[config.mk]
export PLATFORM = sky130hd
export DESIGN_NAME = fpu_issue_ctrl
export DESIGN_NICKNAME = d
export VERILOG_FILES = /design/src/rtl/fpu_issue_ctrl.sv
export SDC_FILE = /design/constraint.sdc
export NUM_CORES = 1
export LEC_CHECK = 0
export ABC_AREA = 1
export CORE_MARGIN = 2
export CORE_UTILIZATION = 35
export CTS_CLUSTER_DIAMETER = 80
export DETAILED_ROUTE_END_ITERATION = 10
export GPL_ROUTABILITY_DRIVEN = 0
export GPL_TIMING_DRIVEN = 0
export PLACE_DENSITY = 0.69
export SLEW_MARGIN = 5
export SYNTH_ARGS = -nofsm -noshare
export SYNTH_HDL_FRONTEND = slang
export SYNTH_SLANG_ARGS = --single-unit
[constraint.sdc]
create_clock -name clk -period 1.8 [get_ports clk]
set_clock_uncertainty 0.05 [all_clocks]
set_input_delay 0.54 -clock clk [delete_from_list [all_inputs] [get_ports clk]]
set_output_delay 0.54 -clock clk [all_outputs]
set_load 0.02 [all_outputs]
[src/rtl/fpu_issue_ctrl.sv]
// fpu_issue_ctrl: issue/writeback sequencer and fflags/frm CSR owner in front of FPU_Top.
//
// Optional feature macro: FPU_ISSUE_DYN_RM_EN
//   defined   -> issue_frm=111 resolves to the CSR frm field, frm is writable
//   undefined -> issue_frm=111 is illegal, frm reads 000 and ignores writes
//
// Ports:
//   clk, rst_l                        clock, asynchronous active-low reset
//   issue_valid/issue_ready           instruction handshake (ready only in IDLE)
//   issue_op/signed/frm               op index (sfpu_op bit), signedness for ops 14/15, rounding mode
//   issue_rs1/rs2/rs3/int/tag         operands and destination tag
//   fpu_operand_a/b/c/int             latched operands to FPU_Top
//   fpu_sfpu_op, fpu_frm              one-hot op (EXEC only) and resolved rounding mode
//   fpu_resultant/result_rd/s_flags   registered FPU results and exception flags
//   wb_valid/wb_ready                 writeback handshake
//   wb_is_int/wb_data/wb_tag          writeback payload
//   csr_we/csr_wdata/csr_rdata        {frm, fflags} CSR access
//   illegal_op                        one-cycle pulse after an illegal instruction is accepted
module fpu_issue_ctrl #(
    parameter int STD = 15,
    parameter int OPW = 24
) (
    input  logic            clk,
    input  logic            rst_l,
    input  logic            issue_valid,
    output logic            issue_ready,
    input  logic [4:0]      issue_op,
    input  logic            issue_signed,
    input  logic [2:0]      issue_frm,
    input  logic [STD:0]    issue_rs1,
    input  logic [STD:0]    issue_rs2,
    input  logic [STD:0]    issue_rs3,
    input  logic [31:0]     issue_int,
    input  logic [4:0]      issue_tag,
    output logic [STD:0]    fpu_operand_a,
    output logic [STD:0]    fpu_operand_b,
    output logic [STD:0]    fpu_operand_c,
    output logic [31:0]     fpu_operand_int,
    output logic [OPW-1:0]  fpu_sfpu_op,
    output logic [2:0]      fpu_frm,
    input  logic [STD:0]    fpu_resultant,
    input  logic [31:0]     fpu_result_rd,
    input  logic [4:0]      fpu_s_flags,
    output logic            wb_valid,
    input  logic            wb_ready,
    output logic            wb_is_int,
    output logic [31:0]     wb_data,
    output logic [4:0]      wb_tag,
    input  logic            csr_we,
    input  logic [7:0]      csr_wdata,
    output logic [7:0]      csr_rdata,
    output logic            illegal_op
);
    typedef enum logic [1:0] {IDLE, EXEC, RESP, WB} state_t;
    localparam logic [OPW-1:0] ONE = OPW'(1);
    state_t           r_state, w_next;
    logic             r_issue_ready, r_illegal;
    logic [OPW-1:0]   r_onehot, w_onehot;
    logic [4:0]       r_op, r_tag, r_fflags, r_wb_tag, w_cap_flags;
    logic [2:0]       r_rm, w_rm, w_frm;
    logic [STD:0]     r_a, r_b, r_c;
    logic [31:0]      r_int, r_wb_data;
    logic             r_wb_valid, r_wb_is_int;
    logic             w_acc, w_illegal, w_legal_acc, w_cap, w_int;

`ifdef FPU_ISSUE_DYN_RM_EN
    logic [2:0] r_frm;
    always_ff @(posedge clk or negedge rst_l) begin
        if (!rst_l) r_frm <= 3'b000;
        else if (csr_we) r_frm <= csr_wdata[7:5];
    end
    assign w_frm = r_frm;
    assign w_rm  = (issue_frm == 3'b111) ? r_frm : issue_frm;
`else
    logic w_unused_frm;
    assign w_unused_frm = ^csr_wdata[7:5];
    assign w_frm = 3'b000;
    assign w_rm  = issue_frm;
`endif

    assign w_acc       = issue_valid && r_issue_ready;
    assign w_illegal   = (issue_op > 5'd21) || (w_rm >= 3'd5);
    assign w_legal_acc = w_acc && !w_illegal;
    assign w_cap       = (r_state == RESP);
    // Integer-destination ops return through the 32-bit result port
    assign w_int       = r_op inside {5'd7, 5'd9, 5'd10, 5'd11, 5'd14, 5'd21};
    assign w_cap_flags = w_cap ? fpu_s_flags : 5'b00000;
    // Conversions 14/15 also carry the signedness qualifier bit
    assign w_onehot    = (ONE << issue_op)
                       | (((issue_op == 5'd14) || (issue_op == 5'd15)) ? (issue_signed ? (ONE << 23) : (ONE << 22)) : '0);

    always_comb begin
        w_next = r_state;
        case (r_state)
            IDLE: w_next = w_legal_acc ? EXEC : IDLE;
            EXEC: w_next = RESP;
            RESP: w_next = WB;
            WB:   w_next = wb_ready ? IDLE : WB;
            default: w_next = IDLE;
        endcase
    end

    always_ff @(posedge clk or negedge rst_l) begin
        if (!rst_l) begin
            r_state       <= IDLE;
            r_issue_ready <= 1'b1;
            r_illegal     <= 1'b0;
            r_onehot      <= '0;
            r_op          <= '0;
            r_tag         <= '0;
            r_rm          <= '0;
            r_a           <= '0;
            r_b           <= '0;
            r_c           <= '0;
            r_int         <= '0;
            r_wb_valid    <= 1'b0;
            r_wb_is_int   <= 1'b0;
            r_wb_data     <= '0;
            r_wb_tag      <= '0;
            r_fflags      <= '0;
        end else begin
            r_state       <= w_next;
            r_issue_ready <= (w_next == IDLE);
            r_illegal     <= w_acc && w_illegal;
            if (w_legal_acc) begin
                r_onehot <= w_onehot;
                r_op     <= issue_op;
                r_tag    <= issue_tag;
                r_rm     <= w_rm;
                r_a      <= issue_rs1;
                r_b      <= issue_rs2;
                r_c      <= issue_rs3;
                r_int    <= issue_int;
            end
            if (w_cap) begin
                r_wb_valid  <= 1'b1;
                r_wb_is_int <= w_int;
                r_wb_data   <= w_int ? fpu_result_rd : {{(31-STD){1'b0}}, fpu_resultant};
                r_wb_tag    <= r_tag;
            end else if (r_state == WB && wb_ready) begin
                r_wb_valid  <= 1'b0;
            end
            // A CSR write replaces the sticky flags but still merges the flags captured this cycle
            r_fflags <= csr_we ? (csr_wdata[4:0] | w_cap_flags) : (r_fflags | w_cap_flags);
        end
    end

    assign issue_ready     = r_issue_ready;
    assign illegal_op      = r_illegal;
    assign fpu_sfpu_op     = (r_state == EXEC) ? r_onehot : '0;
    assign fpu_frm         = r_rm;
    assign fpu_operand_a   = r_a;
    assign fpu_operand_b   = r_b;
    assign fpu_operand_c   = r_c;
    assign fpu_operand_int = r_int;
    assign wb_valid        = r_wb_valid;
    assign wb_is_int       = r_wb_is_int;
    assign wb_data         = r_wb_data;
    assign wb_tag          = r_wb_tag;
    assign csr_rdata       = {w_frm, r_fflags};
endmodule

# After elaboration in Yosys (flattened, before gate mapping)
# Index checks and enable logic that the tools add are counted.
[totals] in_bits=160 reg_bits=165 wordCells=55
[classes] order_cmp=2 n_reduce_logical=11 bitwise=3 muxes=11 eq_ne=11 shifts=1
[ops] operator="$mux W24" count=3
[ops] operator="$mux W32" count=1
[ops] operator="$eq A5 B4 Y1 const B" count=6
[ops] operator="$or A24 B24 Y24" count=1
[ops] operator="$shl A1 B5 Y24 const A" count=1
[ops] operator="$mux W5" count=2
[ops] operator="$or A5 B5 Y5" count=2
[ops] operator="$pmux W2 S4" count=1
[ops] operator="$reduce_bool A6 Y1" count=1
[ops] operator="$eq A5 B3 Y1 const B" count=1
[ops] operator="$eq A5 B5 Y1 const B" count=1
[ops] operator="$gt A5 B5 Y1 const B" count=1
[ops] operator="$eq A2 B2 Y1 const B" count=2
[ops] operator="$logic_and A1 B1 Y1" count=4
[ops] operator="$logic_not A2 Y1" count=2
[ops] operator="$ge A3 B3 Y1 const B" count=1
[ops] operator="$mux W1" count=3
[ops] operator="$eq A2 B1 Y1 const B" count=1
[ops] operator="$logic_or A1 B1 Y1" count=2
[ops] operator="$mux W2" count=1
[ops] operator="$reduce_bool A2 Y1" count=1
[ops] operator="$logic_not A1 Y1" count=1

# Longest topological paths before layout
[depth] depth_word=7 depth_mapped=9

# Least setup slack after synthesis
# No wires, ideal clock.
[synth_timing] path_kind="register to output" startpoint="register r_state[1]" endpoint="output port fpu_sfpu_op[0]" stages_incl_launch_ff=5 n_path_buf=1 t_required_ps=1210 arrival_time_ps=1049 path_slack_ps=161 cell_sequence="dfrtp_1 > inv_2 > nand2_1 > clkbuf_1 > nor2_1"
[synth_between] elab_chain_len=2
[synth_rtl] element="start: declaration" line_no="56" rtl="state_t r_state, w_next;"
[synth_rtl] element="start signal: assignment" line_no="122" rtl="r_state <= w_next;"
[synth_rtl] element="$eq A2 B1 Y1" line_no="150" rtl="assign fpu_sfpu_op = (r_state == EXEC) ? r_onehot : '0;"
[synth_rtl] element="$mux W24" line_no="150"
[synth_rtl] element="end: declaration" line_no="39" rtl="output logic [OPW-1:0] fpu_sfpu_op,"
# Every way passes these cells.

# Final worst setup path
[layout_timing] startpoint="register r_state[1]" endpoint="output port fpu_sfpu_op[13]"
# Same word-level chain as after synthesis.

==> qor.csv <==
stage,metric,value,unit
run_status,run_status,"finished, violations left",
run_status,failed_checks,negative setup slack,
routing,route.detailed.drc,0,
run,timing.max_cap.violations,0,
floorplan,die_h,145,um
routing,drt_first_pass_iters,6,
final_layout,utilization,0.575,
setup_path,critical_path_class,reg2out,
final_layout,final_layout_size_suffix_gt1_frac,0.117,
setup_path,worstPathArrival,1.41,ns
cts,ctsHtreeMaxLevel,4,
global_route,track_usage,0.207,
sta,fmax,500,MHz
cts,cts.path.max_buffers,2,
sta,final.period_utilization,1.11,
sta,setup_tns,-4.30,ns
power,power.density,1550,nW/um^2
global_route,vias_in_the_first_global_route,6516,
power,vdd.ir_drop.worst,949,uV
sta,max_transition_margin,0.586,
logic_synthesis,yosys.cell_types.count,23,
logic_synthesis,synthesized_netlist_cell_count,852,
sta,final_hold_viol_count,0,
routing,postRouteWirelength,21900,um
setup_path,start_kind,flip-flop,
logic_synthesis,synth.yosys.warnings,0,
cts,cts-hold-fix-buffers,0,
place,place.port_buffers,306,
routing,detail_route.vias_per_cell,4.47,
floorplan,die_area,21100,um^2
floorplan,std_cell_rows,51,
floorplan,ios,316,
sta,slew_violations,0,
sta,worst_hold_slack,0.0248,ns
cts,clock_sinks,165,
sta,rsz_0062_raised_after_global_routing,true,
global_route,grt_first_pass_wirelength,34800,um
global_route,antenna_violations_before_repair,0,
floorplan,fp.dieW,145,um
sta,final.setup.worst_slack,-0.201,ns
final_layout,antenna_cells_inserted,0,
final_layout,mostFrequentLayoutCells,"sky130_fd_sc_hd__nand2_1, sky130_fd_sc_hd__dfrtp_1, sky130_fd_sc_hd__clkdlybuf4s50_1",
routing,detail-route-antenna-nets,0,
final_layout,syn2layout_area_growth,60.5,%
logic_synthesis,ys_ff_latch,165,
final_layout,post-route-cell-area,11200,um^2
routing,drt-initial-drc-count,317,
floorplan,initial_utilization,0.358,
logic_synthesis,syn-cell-area,6990,um^2
floorplan,core_ar,19500,um^2
cts,clock_latency,0.43,ns
routing,dr_total_vias,6549,
sta,worst-slew-pin-transition,0.620,ns
final_layout,mostFrequentLayoutCell,sky130_fd_sc_hd__nand2_1,
routing,route.detailed.wl_per_inst,14.9,um
place,detailed_place_hpwl,15800,um
setup_path,critPathRequiredTime,1.21,ns
min_path,min_path_type,in2async,
cts,tritoncts_clock_tree,built,
cts,ctsRootBufferMaster,sky130_fd_sc_hd__clkbuf_16,
place,placed_cell_area,10400,um^2
logic_synthesis,synthesis.area_per_instance,8.21,um^2
setup_path,endpoint_kind,output pin,
power,power.static_leakage,5.79,nW
power,power,17.4,mW
cts,numCtsBuffers,17,
sta,period_minus_ws_final,2.00,ns
sta,setup_viol,24,
global_route,globalRouteOverflowTotal,0,
logic_synthesis,synth-seq-area-share,0.591,
final_layout,net_count_final,1348,
setup_path,crit_path_max_fanout,8,
cts,clk_slew_on_worst_s_h_paths,0.06,ns
global_route,grt_start_max_net_pins,89,
-- sequential cells by signal (all words and copies together), names as in the netlist, 2 cells and up --
name and flops:
fpu_frm 3, wb_tag 5, r_fflags 5, fpu_operand_int 32, wb_data 32, fpu_operand_b 16
fpu_operand_a 16, r_tag 5, r_op 5, fpu_operand_c 16, r_onehot 24, r_state 2
-- cells by family after synthesis --
logic type             after synthesis  synth area share
AOI/OAI and AO/OA                   52            0.0415
other                                1          0.000536
buffers and inverters              125            0.0791
and+or+nand+nor                    509             0.288
DFF                                165             0.591
-- where the power goes --
group,switching [mW],leakage (nW),total (mW),internal (mW)
Clock,1.60,0.281,3.69,2.09
Combinational,4.77,3.41,7.67,2.90
Sequential,0.798,2.10,6.05,5.25
Total,7.16,5.79,17.4,10.2
-- worst max-delay path: stages (launching register included) --
cell,delay (ns)
sky130_fd_sc_hd__dfrtp_1,0.38
sky130_fd_sc_hd__inv_2,0.10
sky130_fd_sc_hd__nand2_8,0.10
sky130_fd_sc_hd__clkbuf_16,0.18
sky130_fd_sc_hd__nor2_4,0.09
sky130_fd_sc_hd__buf_6,0.13
-- through the flow --
stage | std cells | setup slack (ns)
2_1_floorplan | 854 | 0.161
3_3_place_gp | 1425 | -6.90
3_5_place_dp | 1426 | -0.645
4_1_cts | 1462 | -0.263
5_1_grt | 1466 | -0.271
6_report | 1466 | -0.201
-- timing repair --
| action | in CTS | in global routing |
|---|---|---|
| buffers inserted | 3 | 3 |
| pin swaps | 1 | 1 |
| gates resized for setup | 308 | 42 |
| endpoints found under the setup margin | 272 | 58 |
| gates cloned | 1 | 1 |
-- layer usage --
layer,GRT usage,share of wire,vias to the layer above
met5,0,0,-
met4,0.0696,0.025,0
met3,0.0665,0.074,35
met2,0.336,0.48,229
met1,0.263,0.42,3028
li1,-,-,3257
-- path summary, 6_finish.rpt --
kind | from | endpoint | cells past startpoint | slack [ns]
max | r_state[1] | fpu_sfpu_op[13] | 5 | -0.20
min in group clk | issue_op[4] | r_onehot[21] | 3 | 0.41
max reg2reg | r_state[1] | wb_data[30] | 8 | 0.04
min | rst_l | fpu_operand_int[25] | 1 | 0.02
max in group asynchronous | rst_l | fpu_operand_a[5] | 2 | 0.84
min reg2reg | fpu_operand_c[6] | fpu_operand_c[6] | 2 | 0.42
-- area by class of cell --
cell class | count | area (um^2)
clock buffer | 18 | 439
fill | 1785 | 8300
sequential | 165 | 4130
timing repair buffer | 315 | 3050
inverter | 80 | 305
multi-input combinational | 564 | 2520
tap | 265 | 332
clock inverter | 14 | 151
buffer | 45 | 300
-- synthesized netlist by cell type (all sizes together) --
cell / count / area (um^2)
conb: 1 / 3.75
o211ai: 5 / 37.5
o21ai: 43 / 219
dfstp: 1 / 26.3
inv: 80 / 300
a21oi: 3 / 26.3
buf: 31 / 200
nor2: 47 / 191
nand3: 18 / 103
clkbuf: 14 / 52.6
nand4: 19 / 119
o21bai: 1 / 7.51
nand2: 424 / 1590
dfrtp: 164 / 4100
nand3b: 1 / 11.3
(Power assumes the default switching activity.)
